===== config.mk =====
export PLATFORM = sky130hd
export DESIGN_NAME = key_display
export DESIGN_NICKNAME = d
export VERILOG_FILES = /design/src/rtl/key_display.sv
export SDC_FILE = /design/constraint.sdc
export NUM_CORES = 1
export LEC_CHECK = 0
export BUFFER_PORTS_ARGS = -buffer_cell sky130_fd_sc_hd__buf_2
export CAP_MARGIN = 20
export CORE_UTILIZATION = 58
export DETAILED_ROUTE_END_ITERATION = 7
export GPL_TIMING_DRIVEN = 0
export PLACE_DENSITY = 0.92
export SETUP_SLACK_MARGIN = 0.05
export SYNTH_ARGS = -nofsm -noshare
export SYNTH_HDL_FRONTEND = slang
export SYNTH_SLANG_ARGS = --single-unit

===== constraint.sdc =====
create_clock -name clk -period 2.3 [get_ports clk]
set_clock_uncertainty 0.1 [all_clocks]
set_input_delay 0.115 -clock clk [delete_from_list [all_inputs] [get_ports clk]]
set_output_delay 0.115 -clock clk [all_outputs]
set_load 0.1 [all_outputs]

===== src/rtl/key_display.sv =====
// Captures key presses from the keypad scanner into a two-digit history and
// drives a multiplexed common-anode dual seven-segment display with blanking gaps.
module key_display #(
    parameter int MUX_DIV = 20000,
    parameter int GUARD   = 16
) (
    input  logic       clk,
    input  logic       reset,
    input  logic       key_pressed,
    input  logic [3:0] value,
    output logic [3:0] recent,
    output logic [3:0] older,
    output logic       new_key,
    output logic [6:0] seg,
    output logic [1:0] anode
);
    localparam int LMAX = (MUX_DIV > GUARD) ? MUX_DIV : GUARD;
    localparam int CW   = $clog2(LMAX);

    typedef enum logic [1:0] {SHOW_R, GAP_RO, SHOW_O, GAP_OR} state_t;

    state_t          state, state_nxt;
    logic [CW-1:0]   cnt, cnt_nxt, len_m1;
    logic            key_prev;

    function automatic logic [6:0] decode(input logic [3:0] d);
        logic [6:0] s;
        case (d)
            4'h0: s = 7'b1000000;
            4'h1: s = 7'b1111001;
            4'h2: s = 7'b0100100;
            4'h3: s = 7'b0110000;
            4'h4: s = 7'b0011001;
            4'h5: s = 7'b0010010;
            4'h6: s = 7'b0000010;
            4'h7: s = 7'b1111000;
            4'h8: s = 7'b0000000;
            4'h9: s = 7'b0010000;
            4'hA: s = 7'b0001000;
            4'hB: s = 7'b0000011;
            4'hC: s = 7'b1000110;
            4'hD: s = 7'b0100001;
            4'hE: s = 7'b0000110;
            default: s = 7'b0001110;
        endcase
        return s;
    endfunction

    // Rising edge of key_pressed; the scanner has already debounced it.
    always_ff @(posedge clk or posedge reset) begin
        if (reset) begin
            key_prev <= 1'b0;
            recent   <= 4'h0;
            older    <= 4'h0;
            new_key  <= 1'b0;
        end else begin
            key_prev <= key_pressed;
            new_key  <= 1'b0;
            if (key_pressed && !key_prev) begin
                older   <= recent;
                recent  <= value;
                new_key <= 1'b1;
            end
        end
    end

    always_ff @(posedge clk or posedge reset) begin
        if (reset) begin
            state <= GAP_OR;
            cnt   <= '0;
        end else begin
            state <= state_nxt;
            cnt   <= cnt_nxt;
        end
    end

    always_comb begin
        state_nxt = state;
        cnt_nxt   = cnt + 1'b1;
        len_m1    = CW'(GUARD - 1);
        if (state == SHOW_R || state == SHOW_O)
            len_m1 = CW'(MUX_DIV - 1);
        if (cnt == len_m1) begin
            cnt_nxt = '0;
            case (state)
                SHOW_R:  state_nxt = GAP_RO;
                GAP_RO:  state_nxt = SHOW_O;
                SHOW_O:  state_nxt = GAP_OR;
                default: state_nxt = SHOW_R;
            endcase
        end
    end

    // Outputs follow the current state one edge later; gaps keep both digits dark.
    always_ff @(posedge clk or posedge reset) begin
        if (reset) begin
            anode <= 2'b11;
            seg   <= 7'b1111111;
        end else begin
            case (state)
                SHOW_R: begin
                    anode <= 2'b10;
                    seg   <= decode(recent);
                end
                SHOW_O: begin
                    anode <= 2'b01;
                    seg   <= decode(older);
                end
                default: begin
                    anode <= 2'b11;
                    seg   <= 7'b1111111;
                end
            endcase
        end
    end
endmodule

==> impl_metrics.csv <==
group,metric,value,unit
timing,setup_repair_after_global_routing_missed_its_margin,"false",
setup_path,worst_flop_to_flop_path_startpoint,"cnt[10]",
job,cap_viol_max_count,0,
clock_tree,numClockSinks,36,
finish,syn2layout_area_growth,17.9,%
floorplanning,chipWidth,62.0,um
grt,met1_usage,0.306,
finish,fill_cells,240,
synth,synth_top_cells_by_count,"25 x sky130_fd_sc_hd__dfrtp_1, 19 x sky130_fd_sc_hd__ha_1, 16 x sky130_fd_sc_hd__nor2_1",
routing,vias,1624,
setup_path,timing.setup.critical_path_class,"flip-flop to flip-flop",
grt,grt_pass1_wl,6470,um
synth,synth_area,2090,um2
setup_path,end_kind,"flip-flop",
pwr,power,1.98,mW
clock_tree,path_clk_slew,120,ps
synth,post_synth_num_cell_types,38,
setup_path,crit_fanout,7,
timing,tightestPinTransition,489,ps
finish,design.final.nets,273,
floorplanning,die_area,3840,um2
timing,finalSetupTns,0,ps
clock_tree,worstSkewPairLatency,370,ps
synth,synth_edf_count,0,
timing,final_hold_viol_count,0,
outcome,status,"finished, final reports clean",
finish,layout.cell_area.non_filler,2460,um2
floorplanning,initial_core_utilization,0.615,
setup_path,reg2reg_slack,120,ps
timing,slew_viol_final,0,
timing,clock.fmax,459,MHz
grt,grt_util_met2,0.351,
clock_tree,clock_tree.buffer_depth,2,
routing,drt_drc_violations_left,0,
pwr,leakagePower,1.11,nW
routing,first_pass_iters,4,
setup_path,cp-start-kind,"flip-flop",
setup_path,ff2ff_path_depth,5,
finish,multi_input_area,1090,um2
floorplanning,coreArea,3390,um2
timing,finalSetupViolations,0,
timing,post-route-period-util,0.947,
pwr,vdd_drop_max,0.458,mV
synth,post_synth.cell_area_avg,10.1,um2
synth,postSynth.topFlopCell,"sky130_fd_sc_hd__dfrtp_1",
synth,synth_warnings,0,
place,place.detailed.hpwl,2860,um
grt,grt_util_all_layers,0.243,
synth,post-synth-top-count-cell,"sky130_fd_sc_hd__dfrtp_1",
routing,finalWirelength,4130,um
clock_tree,cts_buffers,5,
setup_path,critPathArrivalTime,2390,ps
routing,wl_per_cell,14.0,um
timing,layout_min_cycle_time,2180,ps
synth,ys_seq_area_frac,0.439,
clock_tree,htree_levels,2,
finish,post_route_cells_drive_above_1_share,0.258,
synth,async_s_r_ff_share_synth,1.00,
grt,via_count_of_the_first_global_routing_pass,1442,
hold_path,hold_class,"primary input to asynchronous set/reset pin",
grt,globalRoute.busiestLayer,"met2",
place,io_buffers,24,
timing,maxSlewHeadroom,0.676,
floorplanning,num_rows,21,
grt,globalRouteOverflowTotal,0,
finish,layout.area.seq,918,um2
floorplanning,die_h,62.0,um
setup_path,cp_data_required_time,2510,ps
synth,syn-instance-count,206,
place,post_dp_area,2290,um2
synth,syn_nets,232,
routing,drt-vias-per-instance,5.52,
routing,ant_nets,0,
synth,ys_top_cells_by_area,"sky130_fd_sc_hd__dfrtp_1 30%, sky130_fd_sc_hd__dfstp_2 14%, sky130_fd_sc_hd__ha_1 11%",
grt,pin_count_of_the_biggest_net_entering_global_routing,28,
floorplanning,ioPinCount,25,
clock_tree,cts_root_buffer,"sky130_fd_sc_hd__clkbuf_4",
synth,postSynthRegisterBits,36,
grt,antenna_found_initial,0,
finish,antenna_cells_inserted,0,
pwr,power-per-cell-area,807,nW/um2
grt,gr-usage-met3,0.0994,
synth,fraction_of_post_synthesis_cell_area_in_the_top_cell_type_by_area,0.300,
routing,initialDrtViolationCount,94,
clock_tree,cts_tree,"built",
place,gpl.final_weighted_congestion,0.856,
synth,synth_top_area_cell,"sky130_fd_sc_hd__dfrtp_1",
setup_path,r2r_end,"state[1]",
routing by layer:
layer	wire [um]	up-vias
met1	1910	781
met2	1890	39
met3	208	12
li1	-	792
met4	119	0
met5	0	-
flip-flops by register name, indices dropped and copies added (netlist names):
register / count
seg: 7
new_key: 1
recent: 4
cnt: 15
older: 4
key_prev: 1
state: 2
anode: 2
cell families after synthesis:
family | after synthesis | share of synthesized area
XOR/XNOR | 14 | 0.0588
AO/OA/AOI/OAI | 30 | 0.0930
buffers and inverters | 23 | 0.0420
multiplexers | 14 | 0.0786
adder cells (fa/ha/maj) | 19 | 0.114
AND/OR/NAND/NOR | 70 | 0.175
flip-flops | 36 | 0.439
what timing repair did:
action | CTS | global route
hold buffers | 6 | 0
endpoints found under the setup margin | 0 | 2
setup buffers | 0 | 2
resized for setup | 0 | 0
endpoints found under the hold margin | 21 | 0
through the flow:
step / hold slack, ps / setup WS, ps / util / std cells
2_1_floorplan: 46.4 / 66.5 / - / 206
3_3_place_gp: 136 / 121 / 0.669 / 276
3_5_place_dp: 45.6 / 73.7 / 0.677 / 277
4_1_cts: 200 / 60.1 / 0.718 / 291
5_1_grt: 244 / 86.2 / 0.725 / 294
6_report: 204 / 122 / 0.725 / 294
layout by cell type (no fill, tap or decap), types with 7 or more instances in the layout:
cell type / instances
sky130_fd_sc_hd__buf_2: 24
sky130_fd_sc_hd__dfrtp_1: 22
sky130_fd_sc_hd__ha_1: 19
sky130_fd_sc_hd__nor2_1: 16
sky130_fd_sc_hd__nand3_1: 15
sky130_fd_sc_hd__o21ai_0: 13
sky130_fd_sc_hd__inv_1: 12
sky130_fd_sc_hd__nand2_1: 11
sky130_fd_sc_hd__dfstp_2: 11
sky130_fd_sc_hd__clkbuf_1: 9
sky130_fd_sc_hd__nor2b_1: 8
sky130_fd_sc_hd__xnor2_1: 8
sky130_fd_sc_hd__mux2i_1: 7
area by class of cell:
type	instances	area share
Multi-Input combinational cell	148	0.444
Sequential cell	36	0.374
Timing Repair Buffer	33	0.0906
Tap cell	46	0.0234
Inverter	12	0.0183
Clock inverter	3	0.0173
Buffer	11	0.0173
Clock buffer	5	0.0153
power by group:
group	total, mW	switching (mW)	internal, mW
clock	0.452	0.226	0.226
combinational	0.784	0.604	0.180
sequential	0.748	0.0397	0.708
total	1.98	0.869	1.11
how the worst max path moves through the flow:
stage / start / end / slack [ps] / depth (start not counted)
6_report: cnt[10] / state[1] / 120 / 5
5_1_grt: cnt[5] / state[1] / 90 / 4
4_1_cts: cnt[10] / state[1] / 60 / 5
3_5_place_dp: cnt[6] / state[1] / 70 / 4
3_3_place_gp: cnt[6] / state[1] / 120 / 4
2_1_floorplan: recent[1] / seg[1] / 70 / 6
worst max-delay path: stages (launching register included):
cell and delay (ps):
sky130_fd_sc_hd__dfrtp_1 380, sky130_fd_sc_hd__clkbuf_2 160, sky130_fd_sc_hd__or4_1 540, sky130_fd_sc_hd__or3_4 380
sky130_fd_sc_hd__a21oi_4 230, sky130_fd_sc_hd__mux2_4 330
(Power assumes the default switching activity.)
